===== src/rtl/cpu_pkg.sv =====
// Shared RV32I decode constants: ALU op codes, opcodes, funct3/funct7 values
// and the decoded-instruction record handed from decode to execute.
package cpu_pkg;

  localparam logic [3:0] ALU_ADD  = 4'd0;
  localparam logic [3:0] ALU_SUB  = 4'd1;
  localparam logic [3:0] ALU_XOR  = 4'd2;
  localparam logic [3:0] ALU_OR   = 4'd3;
  localparam logic [3:0] ALU_AND  = 4'd4;
  localparam logic [3:0] ALU_SLL  = 4'd5;
  localparam logic [3:0] ALU_SRL  = 4'd6;
  localparam logic [3:0] ALU_SRA  = 4'd7;
  localparam logic [3:0] ALU_SLT  = 4'd8;
  localparam logic [3:0] ALU_SLTU = 4'd9;
  localparam logic [3:0] ALU_EQL  = 4'd10;
  localparam logic [3:0] ALU_NEQ  = 4'd11;
  localparam logic [3:0] ALU_GTE  = 4'd12;
  localparam logic [3:0] ALU_GTEU = 4'd13;
  localparam logic [3:0] ALU_NOP  = 4'd14;
  localparam logic [3:0] ALU_ERR  = 4'd15;

  localparam logic [6:0] OP_R      = 7'b0110011;
  localparam logic [6:0] OP_I      = 7'b0010011;
  localparam logic [6:0] OP_LUI    = 7'b0110111;
  localparam logic [6:0] OP_AUIPC  = 7'b0010111;
  localparam logic [6:0] OP_LOAD   = 7'b0000011;
  localparam logic [6:0] OP_STORE  = 7'b0100011;
  localparam logic [6:0] OP_BRANCH = 7'b1100011;

  localparam logic [2:0] F3_ADD  = 3'b000;
  localparam logic [2:0] F3_SLL  = 3'b001;
  localparam logic [2:0] F3_SLT  = 3'b010;
  localparam logic [2:0] F3_SLTU = 3'b011;
  localparam logic [2:0] F3_XOR  = 3'b100;
  localparam logic [2:0] F3_SR   = 3'b101;
  localparam logic [2:0] F3_OR   = 3'b110;
  localparam logic [2:0] F3_AND  = 3'b111;

  localparam logic [2:0] F3_BEQ  = 3'b000;
  localparam logic [2:0] F3_BNE  = 3'b001;
  localparam logic [2:0] F3_BLT  = 3'b100;
  localparam logic [2:0] F3_BGE  = 3'b101;
  localparam logic [2:0] F3_BLTU = 3'b110;
  localparam logic [2:0] F3_BGEU = 3'b111;

  localparam logic [6:0] F7_BASE = 7'b0000000;
  localparam logic [6:0] F7_ALT  = 7'b0100000;

  typedef struct packed {
    logic [3:0]  alu_op;
    logic [31:0] in_1;
    logic [31:0] in_2;
    logic        rd_we;
    logic        is_branch;
    logic        mem_read;
    logic        mem_write;
    logic        illegal;
  } dec_t;

  // alt selects SUB over ADD and SRA over SRL (instr[30])
  function automatic logic [3:0] alu_from_f3(input logic [2:0] f3, input logic alt);
    case (f3)
      F3_ADD:  return alt ? ALU_SUB : ALU_ADD;
      F3_SLL:  return ALU_SLL;
      F3_SLT:  return ALU_SLT;
      F3_SLTU: return ALU_SLTU;
      F3_XOR:  return ALU_XOR;
      F3_SR:   return alt ? ALU_SRA : ALU_SRL;
      F3_OR:   return ALU_OR;
      default: return ALU_AND;
    endcase
  endfunction

endpackage


===== src/rtl/decode_issue_stage_imm_gen.sv =====
// RV32I immediate extraction; all immediates sign-extended from instr[31].
module imm_gen (
  input  logic [31:7] instr_i,
  output logic [31:0] imm_i_o,
  output logic [31:0] imm_s_o,
  output logic [31:0] imm_b_o,
  output logic [31:0] imm_u_o
);

  assign imm_i_o = {{20{instr_i[31]}}, instr_i[31:20]};
  assign imm_s_o = {{20{instr_i[31]}}, instr_i[31:25], instr_i[11:7]};
  assign imm_b_o = {{19{instr_i[31]}}, instr_i[31], instr_i[7], instr_i[30:25],
                    instr_i[11:8], 1'b0};
  assign imm_u_o = {instr_i[31:12], 12'b0};

endmodule


===== src/rtl/decode_issue_stage.sv =====
// Decode/issue stage feeding the ALU: decodes one RV32I instruction into an
// ALU op plus operands and holds it in a single valid/ready output register.
module decode_issue_stage
  import cpu_pkg::*;
#(
  parameter int          XLEN     = 32,
  parameter logic [31:0] RESET_PC = 32'h0000_0000
) (
  input  logic            clk,
  input  logic            rst,
  input  logic            in_valid,
  output logic            in_ready,
  input  logic [31:0]     instr,
  input  logic [XLEN-1:0] pc,
  input  logic [XLEN-1:0] rs1_data,
  input  logic [XLEN-1:0] rs2_data,
  input  logic            flush,
  output logic            out_valid,
  input  logic            out_ready,
  output logic [3:0]      alu_op,
  output logic [XLEN-1:0] alu_in_1,
  output logic [XLEN-1:0] alu_in_2,
  output logic [XLEN-1:0] store_data,
  output logic [XLEN-1:0] out_pc,
  output logic [4:0]      rd_addr,
  output logic            rd_we,
  output logic            is_branch,
  output logic            mem_read,
  output logic            mem_write,
  output logic            illegal
);

  localparam dec_t DEC_RST = '{alu_op: ALU_NOP, default: '0};

  logic [31:0] imm_i, imm_s, imm_u;
  logic [6:0]  opcode, f7;
  logic [2:0]  f3;
  logic [4:0]  rd;
  logic        shift_f3;
  dec_t        dec_d, dec_q;
  logic        valid_q;
  logic [XLEN-1:0] pc_q, store_q;
  logic [4:0]  rd_q;
  logic        load;

  imm_gen u_imm_gen (
    .instr_i (instr[31:7]),
    .imm_i_o (imm_i),
    .imm_s_o (imm_s),
    .imm_b_o (),
    .imm_u_o (imm_u)
  );

  assign opcode   = instr[6:0];
  assign rd       = instr[11:7];
  assign f3       = instr[14:12];
  assign f7       = instr[31:25];
  assign shift_f3 = (f3 == F3_SLL) || (f3 == F3_SR);

  // Default is the illegal encoding; each legal path clears illegal.
  always_comb begin
    dec_d         = '0;
    dec_d.alu_op  = ALU_ERR;
    dec_d.in_1    = rs1_data;
    dec_d.in_2    = rs2_data;
    dec_d.illegal = 1'b1;
    case (opcode)
      OP_R: begin
        if (f7 == F7_BASE || (f7 == F7_ALT && (f3 == F3_ADD || f3 == F3_SR))) begin
          dec_d.alu_op  = alu_from_f3(f3, instr[30]);
          dec_d.in_2    = shift_f3 ? {27'b0, rs2_data[4:0]} : rs2_data;
          dec_d.rd_we   = 1'b1;
          dec_d.illegal = 1'b0;
        end
      end
      OP_I: begin
        if (!shift_f3 || f7 == F7_BASE || (f3 == F3_SR && f7 == F7_ALT)) begin
          dec_d.alu_op  = alu_from_f3(f3, shift_f3 && instr[30]);
          dec_d.in_2    = shift_f3 ? {27'b0, instr[24:20]} : imm_i;
          dec_d.rd_we   = 1'b1;
          dec_d.illegal = 1'b0;
        end
      end
      OP_LUI, OP_AUIPC: begin
        dec_d.alu_op  = ALU_ADD;
        dec_d.in_1    = (opcode == OP_AUIPC) ? pc : '0;
        dec_d.in_2    = imm_u;
        dec_d.rd_we   = 1'b1;
        dec_d.illegal = 1'b0;
      end
      OP_LOAD: begin
        dec_d.alu_op   = ALU_ADD;
        dec_d.in_2     = imm_i;
        dec_d.mem_read = 1'b1;
        dec_d.rd_we    = 1'b1;
        dec_d.illegal  = 1'b0;
      end
      OP_STORE: begin
        dec_d.alu_op    = ALU_ADD;
        dec_d.in_2      = imm_s;
        dec_d.mem_write = 1'b1;
        dec_d.illegal   = 1'b0;
      end
      OP_BRANCH: begin
        if (f3 != F3_SLT && f3 != F3_SLTU) begin
          case (f3)
            F3_BEQ:  dec_d.alu_op = ALU_EQL;
            F3_BNE:  dec_d.alu_op = ALU_NEQ;
            F3_BLT:  dec_d.alu_op = ALU_SLT;
            F3_BGE:  dec_d.alu_op = ALU_GTE;
            F3_BLTU: dec_d.alu_op = ALU_SLTU;
            default: dec_d.alu_op = ALU_GTEU;
          endcase
          dec_d.is_branch = 1'b1;
          dec_d.illegal   = 1'b0;
        end
      end
      default: ;
    endcase
    dec_d.rd_we = dec_d.rd_we && (rd != 5'd0);
  end

  assign in_ready = !valid_q || out_ready;
  assign load     = in_valid && in_ready;

  // Output register: reset > flush > load > drain
  always_ff @(posedge clk) begin
    if (rst) begin
      valid_q <= 1'b0;
      dec_q   <= DEC_RST;
      pc_q    <= RESET_PC;
      store_q <= '0;
      rd_q    <= '0;
    end else if (flush) begin
      valid_q <= 1'b0;
    end else if (load) begin
      valid_q <= 1'b1;
      dec_q   <= dec_d;
      pc_q    <= pc;
      store_q <= rs2_data;
      rd_q    <= rd;
    end else if (out_ready) begin
      valid_q <= 1'b0;
    end
  end

  assign out_valid  = valid_q;
  assign alu_op     = dec_q.alu_op;
  assign alu_in_1   = dec_q.in_1;
  assign alu_in_2   = dec_q.in_2;
  assign store_data = store_q;
  assign out_pc     = pc_q;
  assign rd_addr    = rd_q;
  assign rd_we      = dec_q.rd_we;
  assign is_branch  = dec_q.is_branch;
  assign mem_read   = dec_q.mem_read;
  assign mem_write  = dec_q.mem_write;
  assign illegal    = dec_q.illegal;

endmodule


===== config.mk =====
export PLATFORM = sky130hd
export DESIGN_NAME = decode_issue_stage
export DESIGN_NICKNAME = d
export VERILOG_FILES = /design/src/rtl/cpu_pkg.sv /design/src/rtl/decode_issue_stage_imm_gen.sv /design/src/rtl/decode_issue_stage.sv
export SDC_FILE = /design/constraint.sdc
export NUM_CORES = 1
export LEC_CHECK = 0
export ABC_CLOCK_PERIOD_IN_PS = 4050
export BUFFER_PORTS_ARGS = -buffer_cell sky130_fd_sc_hd__buf_4
export CORE_MARGIN = 1
export CORE_UTILIZATION = 50
export CTS_CLUSTER_SIZE = 40
export DETAILED_ROUTE_END_ITERATION = 7
export PLACE_DENSITY = 0.82
export SLEW_MARGIN = 30
export SYNTH_ARGS = -nofsm -noshare
export SYNTH_HDL_FRONTEND = slang
export SYNTH_HIERARCHICAL = 1
export SYNTH_SLANG_ARGS = --single-unit

===== constraint.sdc =====
create_clock -name clk -period 4.05 [get_ports clk]
set_input_delay 0.81 -clock clk [delete_from_list [all_inputs] [get_ports clk]]
set_output_delay 0.81 -clock clk [all_outputs]
set_load 0.05 [all_outputs]

==> results.cfg, run 1 <==
[run_status]
status = complete, no violations

[global_route]
grt_max_degree = 142
grt_antenna_before_repair = 0
grt_pass1_wl_mm = 33.7
overflow = 0
grt_pass1_vias = 6417
globalRouteTotalUtil_pct = 29.1

[cts]
cts.sink_count = 143
cts_setup_buffers = 0
cts_hold_buffers = 0
cts-resized-gates = 0
h-tree-depth = 4
cts_buffers = 17
cts_tree = built
clock-root-buffer = clkbuf_16
cts_max_path_buffers = 2
clock_latency_ns = 0.42
path_clk_slew_ns = 0.06

[finish]
antenna_cells = 0
finalNonFillerCells = 1250
area_delta_synth_final_pct = 28.6
nets = 1190
final_cell_area_mm2 = 0.00925
layout-drive-gt1-share_pct = 31.2

[min_path]
holdCritPathClass = flip-flop to flip-flop
hold_start = store_data[29]
hold_end = store_data[29]
whs_path_depth = 2

[floorplan]
dieWidth_um = 122
ioPinCount = 277
initial_utilization_pct = 51.6
fp-row-count = 43
core-area_mm2 = 0.0139
die_h_um = 122
dieArea_mm2 = 0.0149

[critical_path]
worstPathRequired_ns = 4.40
cp_max_fo = 17
worstPathCellList = buf_4, nor4bb_1, and4_1, buf_4, a221o_1, a21oi_1, o22ai_1
end_kind = flip-flop
cpMostUsedCell = buf_4
critPathKind = input pin to flip-flop
startpoint_type = input pin
r2r_cells = 5
crit-reg2reg-capture = alu_in_2[25]
cp_slowest_cell = and4_1
cp_data_arrival_time_ns = 2.93
r2r_start = out_valid
slowest_delay_ns = 0.66
rrSetupSlack_ns = 2.00

[timing]
finalCritPeriodShare_pct = 63.9
drv_slew = 0
worst_slew_pin_slew_ns = 0.852
setup_viol = 0
fin_skew_ns = 0.00560
rsz0062_at_grt = false
relSlewSlack_pct = 43.2
hold_viol = 0
tns_ns = 0
max_freq_mhz = 386
min_period_ns = 2.59
hold-worst-slack_ns = 0.453

[placed_design]
place.detailed.hpwl_mm = 14.9
io_buffers = 276
post-place-cells = 1218
placed_area_mm2 = 0.00863
routabilityCongestion = 0.850

[yosys]
ys_warn_count = 6
syn_area_mm2 = 0.00719
syn_avg_cell_area_um2 = 7.91
postSynthCellCount = 910

[route]
dr.pass1.iters = 5
drt_iter0_drc = 661
drc_errors = 0
antenna_left = 0
wire_per_inst_um = 17.6
via_per_inst = 5.71
num_vias = 7143
wl_mm = 22.0

[job]
max_cap_violations = 0

[power_and_ir_drop]
peakVddDrop_uv = 379
p_per_area_mw_per_mm2 = 442
p_leak_nw = 4.03
## how the worst max path moves through the flow
stage / slack, ns / cells after the start / end / from
4_1_cts: 1.55 / 6 / alu_in_2[3] / instr[26]
3_5_place_dp: 1.09 / 6 / alu_in_2[3] / instr[26]
5_1_grt: 1.30 / 7 / alu_in_2[22] / instr[6]
3_3_place_gp: 1.14 / 7 / alu_in_2[31] / instr[26]
2_1_floorplan: 1.36 / 6 / alu_in_2[13] / instr[26]
6_report: 1.46 / 7 / alu_in_2[22] / instr[6]
## stage by stage
stage / power, mW / setup slack, ns / util (%)
detailed placement: 2.46 / 1.09 / 61.9
finish: 4.09 / 1.46 / 66.4
global route: 4.23 / 1.30 / 66.4
global placement: 2.45 / 1.14 / 61.9
CTS: 4.10 / 1.55 / 66.4
floorplan: 2.19 / 1.36 / -
## worst max-delay path, delay by kind of cell
family | cells | cell delay [ns]
compound gates | 3 | 0.40
buf+inv | 2 | 0.45
simple gates | 2 | 1.26
## where the power goes
group	leakage (nW)	switching, mW	internal [mW]
clock network	0.302	0.631	1.03
logic	2.55	0.582	0.297
registers	1.17	0.0562	1.50
## metal layers
metal / vias to the layer above / part of all wire, % / GRT usage [%]
li1: 3441 / - / -
met1: 3350 / 42 / 38.8
met2: 310 / 47 / 44.5
met3: 42 / 8.1 / 7.77
met4: 0 / 2.8 / 11.4
met5: - / 0 / 0
## sequential cells by signal (all words and copies together) (netlist names), 4 cells and up
name / cells
alu_in_1: 32
alu_in_2: 32
alu_op: 4
out_pc: 32
rd_addr: 5
store_data: 32
## cells in the final DEF, fill, tap and decap left out, types with 2 or more instances in the layout
| cell type | instances |
|---|---|
| nand2_1 | 149 |
| mux2i_1 | 3 |
| nand3b_1 | 2 |
| o22ai_2 | 3 |
| bufinv_16 | 3 |
| clkbuf_16 | 17 |
| and4_1 | 2 |
| nor2b_1 | 4 |
| clkinv_2 | 2 |
| a211oi_1 | 34 |
| mux2_2 | 5 |
| inv_1 | 6 |
| inv_6 | 3 |
| buf_4 | 289 |
| nor3_1 | 37 |
| clkbuf_8 | 3 |
| a21boi_0 | 5 |
| dfxtp_1 | 143 |
| a21oi_1 | 108 |
| and3b_1 | 2 |
| and3_1 | 33 |
| a31oi_1 | 3 |
| nand3_1 | 7 |
| conb_1 | 12 |
| a221o_1 | 28 |
| o22ai_1 | 27 |
| nor2_1 | 44 |
| nor4bb_1 | 2 |
| clkinvlp_4 | 2 |
| o21ai_0 | 38 |
| o211ai_1 | 27 |
| a221oi_1 | 6 |
## final cells by class
class	instances	area, um2
multi-input combinational	598	3320
timing repair buffer	290	2190
fill	1201	4680
sequential	143	2860
tap	180	225
clock inverter	11	153
clock buffer	21	470
inverter	7	26.3
(Power assumes the default switching activity.)
==> inputs of run 2 (changes only) <==
- ABC_CLOCK_PERIOD_IN_PS: 4050 -> 2600
- clock period: 4.05 -> 2.6 ns (I/O delays scaled with it)
==> run 2 against run 1 <==
Against the previous run: clock power rose by 43%; count of clock-buffer cells in the layout decreased by 1; clock skew rose by 0.0046 ns; power rose by 51%; critical path depth stayed put; flip-flop and latch count unchanged; cell area is 1.8% higher; register-to-register slack worse by 1.4 ns; die area stayed put; utilization grew 1.2 points; sequential power grew 56%; largest cell class unchanged; largest power group is now registers; highest routed layer unchanged.
==> results.cfg, run 2 (synthesis gave the netlist of run 1 again) <==
[global_route]
grt_pass1_wl_mm = 33.0
overflow = 0
grt_antenna_before_repair = 0
grt_pass1_vias = 6288
grt_max_degree = 97
globalRouteTotalUtil_pct = 28.6

[timing]
drv_slew = 0
relSlewSlack_pct = 62.9
fin_skew_ns = 0.0102
hold_viol = 0
finalCritPeriodShare_pct = 82.5
tns_ns = 0
min_period_ns = 2.15
setup_viol = 0
worst_slew_pin_slew_ns = 0.553
max_freq_mhz = 466
rsz0062_at_grt = false

[route]
drt_iter0_drc = 571
drc_errors = 0
dr.pass1.iters = 5
wl_mm = 21.7
num_vias = 7129
wire_per_inst_um = 17.2
via_per_inst = 5.66
antenna_left = 0

[power_and_ir_drop]
comb_power_share_pct = 22.6
p_sw_share_pct = 31.3
internal_power_mw = 4.25
p_per_area_mw_per_mm2 = 657
p_leak_nw = 4.09
clkPwrFrac_pct = 38.3
p_seq_share_pct = 39.1
p_sw_mw = 1.94
peakVddDrop_uv = 462

[cts]
cts_tree = built
cts-resized-gates = 0
h-tree-depth = 4
clock_latency_ns = 0.42
cts_setup_buffers = 0
cts_max_path_buffers = 2
cts_buffers = 17
cts.sink_count = 143
path_clk_slew_ns = 0.06
clock-root-buffer = clkbuf_16
cts_hold_buffers = 0

[finish]
final_cell_mix = buf_4, nand2_1, dfxtp_1
finalNonFillerCells = 1260
fillers = 1191
nets = 1202
antenna_cells = 0
layout_commonest_cell = buf_4
area_delta_synth_final_pct = 30.9
layout-drive-gt1-share_pct = 31.8

[run_status]
status = complete, no violations

[critical_path]
rrSetupSlack_ns = 0.64
r2r_cells = 7
cp_slowest_cell = or4_4
worstPathCellList = buf_4, or4_4, o41a_1, o21a_4, a211oi_4, buf_12, o22ai_1
end_kind = flip-flop
r2r_start = out_valid
cp_max_fo = 27
crit-reg2reg-capture = alu_in_2[28]
slowest_delay_ns = 0.55
cp_data_arrival_time_ns = 2.44
critPathKind = input pin to flip-flop
startpoint_type = input pin
cp-startpoint = instr[26]
worstPathRequired_ns = 2.89

[placed_design]
place.detailed.hpwl_mm = 15.2
post-place-cells = 1230
routabilityCongestion = 0.909
io_buffers = 276

[min_path]
holdCritPathClass = input pin to flip-flop
hold_end = out_valid
hold_start = flush
whs_path_depth = 2

[floorplan]
dieWidth_um = 122
initial_utilization_pct = 51.6
dieArea_mm2 = 0.0149
ioPinCount = 277
core-area_mm2 = 0.0139
fp-row-count = 43
die_h_um = 122

[job]
max_cap_violations = 0
[run 2: changes by cell type in the layout (fill, tap and decap cells not counted), sizes merged]
cell      change
buf          +12
clkinvlp      +1
bufinv        -1
clkinv        +2
clkbuf        -1
inv           -3
[run 2: how the worst max path moves through the flow]
stage	end	slack, ns
after floorplan	alu_in_2[13]	0.20
after global placement	alu_in_2[31]	0.1
after detailed placement	alu_in_2[18]	0.04
after CTS	alu_in_2[9]	0.48
after global routing	alu_in_2[9]	0.41
final	alu_in_2[9]	0.45
[run 2: layer usage]
metal  GRT usage [%]  part of all wire (%)  up-vias
met5               0                     0        -
met1            37.0                    43     3351
met3            6.32                   7.1       38
li1                -                     -     3455
met2            45.6                    47      285
met4            12.0                   2.9        0
[run 2: metrics by stage]
| stage | util, % | instance area [um2] | hold WS (ns) | setup slack, ns | power, mW |
|---|---|---|---|---|---|
| after floorplan | - | 7240 | 0.599 | 0.198 | 3.40 |
| after global placement | 63.6 | 8860 | 0.442 | 0.0955 | 3.84 |
| after detailed placement | 63.6 | 8860 | 0.447 | 0.0414 | 3.86 |
| after CTS | 67.6 | 9420 | 0.267 | 0.483 | 6.21 |
| after global routing | 67.6 | 9420 | 0.283 | 0.411 | 6.39 |
| final | 67.6 | 9420 | 0.278 | 0.455 | 6.19 |
[run 2: power by group through the flow]
stage                     registers, mW  logic [mW]  clock network (mW)
after detailed placement           2.46        1.40                   0
after CTS                          2.42        1.40                2.39
after global routing               2.43        1.48                2.47
final                              2.42        1.40                2.37
after global placement             2.46        1.38                   0
after floorplan                    2.94       0.464                   0
[run 2: critical path: cells and delay by family]
kind                   cells  cell delay [ns]
buffers and inverters      2             0.35
and+or+nand+nor            1             0.55
AOI/OAI and AO/OA          4             1.01
[run 2: final cells by class]
cell class                 count  area (um2)  share of cell area [%]
sequential                   143        2860                    30.4
clock inverter                10         115                    1.22
clock buffer                  20         447                    4.74
multi-input combinational    598        3320                    35.3
inverter                       7        26.3                   0.279
tap                          180         225                    2.39
timing repair buffer         302        2420                    25.7
==> inputs of run 3 (changes only) <==
- ABC_CLOCK_PERIOD_IN_PS: 2600 -> 2100
- clock period: 2.6 -> 2.1 ns (I/O delays scaled with it)
==> run 3 against run 2 <==
Against the previous run: via count is 0.28% lower; first-iteration DRC count is 14% higher; register-to-register slack worse by 0.20 ns; worst hold slack worse by 0.092 ns; highest routed layer unchanged; die area stayed put.
==> results.cfg, run 3 (synthesis gave the netlist of run 1 again) <==
[route]
wire_per_inst_um = 16.9
dr.pass1.iters = 6
drc_errors = 0
wl_mm = 21.5
antenna_left = 0
num_vias = 7109
drt_iter0_drc = 653
via_per_inst = 5.60

[global_route]
grt_pass1_wl_mm = 33.0
grtUsageMet3_pct = 7.40
grt_pass1_vias = 6399
globalRouteTotalUtil_pct = 28.5
use_met1_pct = 36.0
overflow = 0
grt_max_degree = 108
grt_util_met2_pct = 47.0
grt.busiest_layer = met2
grt_antenna_before_repair = 0

[critical_path]
rrSetupSlack_ns = 0.44
startpoint_type = input pin
cp_data_arrival_time_ns = 2.26
crit_buf_inv = 2
slowest_delay_ns = 0.53
critPathKind = input pin to flip-flop
end_kind = flip-flop
cp_max_fo = 27
cp_slowest_cell = or4_4
worstPathRequired_ns = 2.37
worstPathCellList = buf_4, or4_4, o41a_1, o21a_4, a211oi_4, buf_12, o22ai_1
crit_family = compound AO/OA/AOI/OAI gates

[finish]
seq_area_mm2 = 0.00286
antenna_cells = 0
finalNonFillerCells = 1269
multi_input_area_mm2 = 0.00332
final_util_pct = 68.2
final_cell_mix = buf_4, nand2_1, dfxtp_1
fillers = 1165
area_delta_synth_final_pct = 32.1
nets = 1211
layout-drive-gt1-share_pct = 32.6
layout_commonest_cell = buf_4

[floorplan]
initial_utilization_pct = 51.6
die_h_um = 122
dieWidth_um = 122
fp-row-count = 43
dieArea_mm2 = 0.0149
core-area_mm2 = 0.0139
ioPinCount = 277

[cts]
h-tree-depth = 4
path_clk_slew_ns = 0.06
cts.sink_count = 143
cts_setup_buffers = 0
cts_tree = built
cts_hold_buffers = 0
cts-resized-gates = 0
cts_buffers = 17
clock-root-buffer = clkbuf_16
cts_max_path_buffers = 2
clock_latency_ns = 0.41

[timing]
setup_viol = 0
tns_ns = 0
setup_ws_ns = 0.109
rsz0062_at_grt = false
hold_viol = 0
fin_skew_ns = 0.00406
min_period_ns = 1.99
max_freq_mhz = 502
finalCritPeriodShare_pct = 94.8
drv_slew = 0

[min_path]
holdCritPathClass = input pin to flip-flop

[run_status]
status = complete, no violations

[placed_design]
place.detailed.hpwl_mm = 14.7
pre_cts_ws_ns = -0.297
post-place-cells = 1239
routabilityCongestion = 0.899
io_buffers = 276

[power_and_ir_drop]
p_per_area_mw_per_mm2 = 801
peakVddDrop_uv = 565
p_leak_nw = 4.15

[job]
max_cap_violations = 0
## run 3: path summary, 6_finish.rpt
kind,depth (start not counted),start,end
min,2,flush,out_valid
min reg2reg,2,out_pc[2],out_pc[2]
max,7,instr[25],alu_in_2[31]
max reg2reg,7,out_valid,alu_in_2[2]
## run 3: area by class of cell
class	count	area share [%]
clock buffer	21	5.06
clock inverter	9	0.908
inverter	7	0.276
multi-input combinational	598	35.0
sequential	143	30.1
tap	180	2.37
timing repair buffer	311	26.3
## run 3: routing by layer
layer | vias to the layer above | wire length, um
met1 | 3299 | 8940
met2 | 295 | 10500
met4 | 0 | 296
met5 | - | 0
met3 | 23 | 1700
li1 | 3492 | -
## run 3: worst reg2reg max path, stage by stage, from the launching register on
cell,delay (ns)
dfxtp_2,0.31
nor2b_1,0.15
inv_1,0.07
nand3b_1,0.14
buf_4,0.23
a221o_1,0.28
a221oi_1,0.22
a21oi_1,0.13
## run 3: where the power goes
group          internal [mW]  switching (mW)
registers               2.89           0.102
logic                  0.610            1.13
clock network           1.74            1.14
total                   5.24            2.37
## run 3: through the flow
stage | hold WS, ns | cell area, um2 | total power, mW
2_1_floorplan | 0.492 | 7240 | 4.21
3_3_place_gp | 0.441 | 8940 | 4.76
3_5_place_dp | 0.447 | 8940 | 4.78
4_1_cts | 0.174 | 9500 | 7.63
5_1_grt | 0.186 | 9500 | 7.86
6_report | 0.186 | 9500 | 7.61
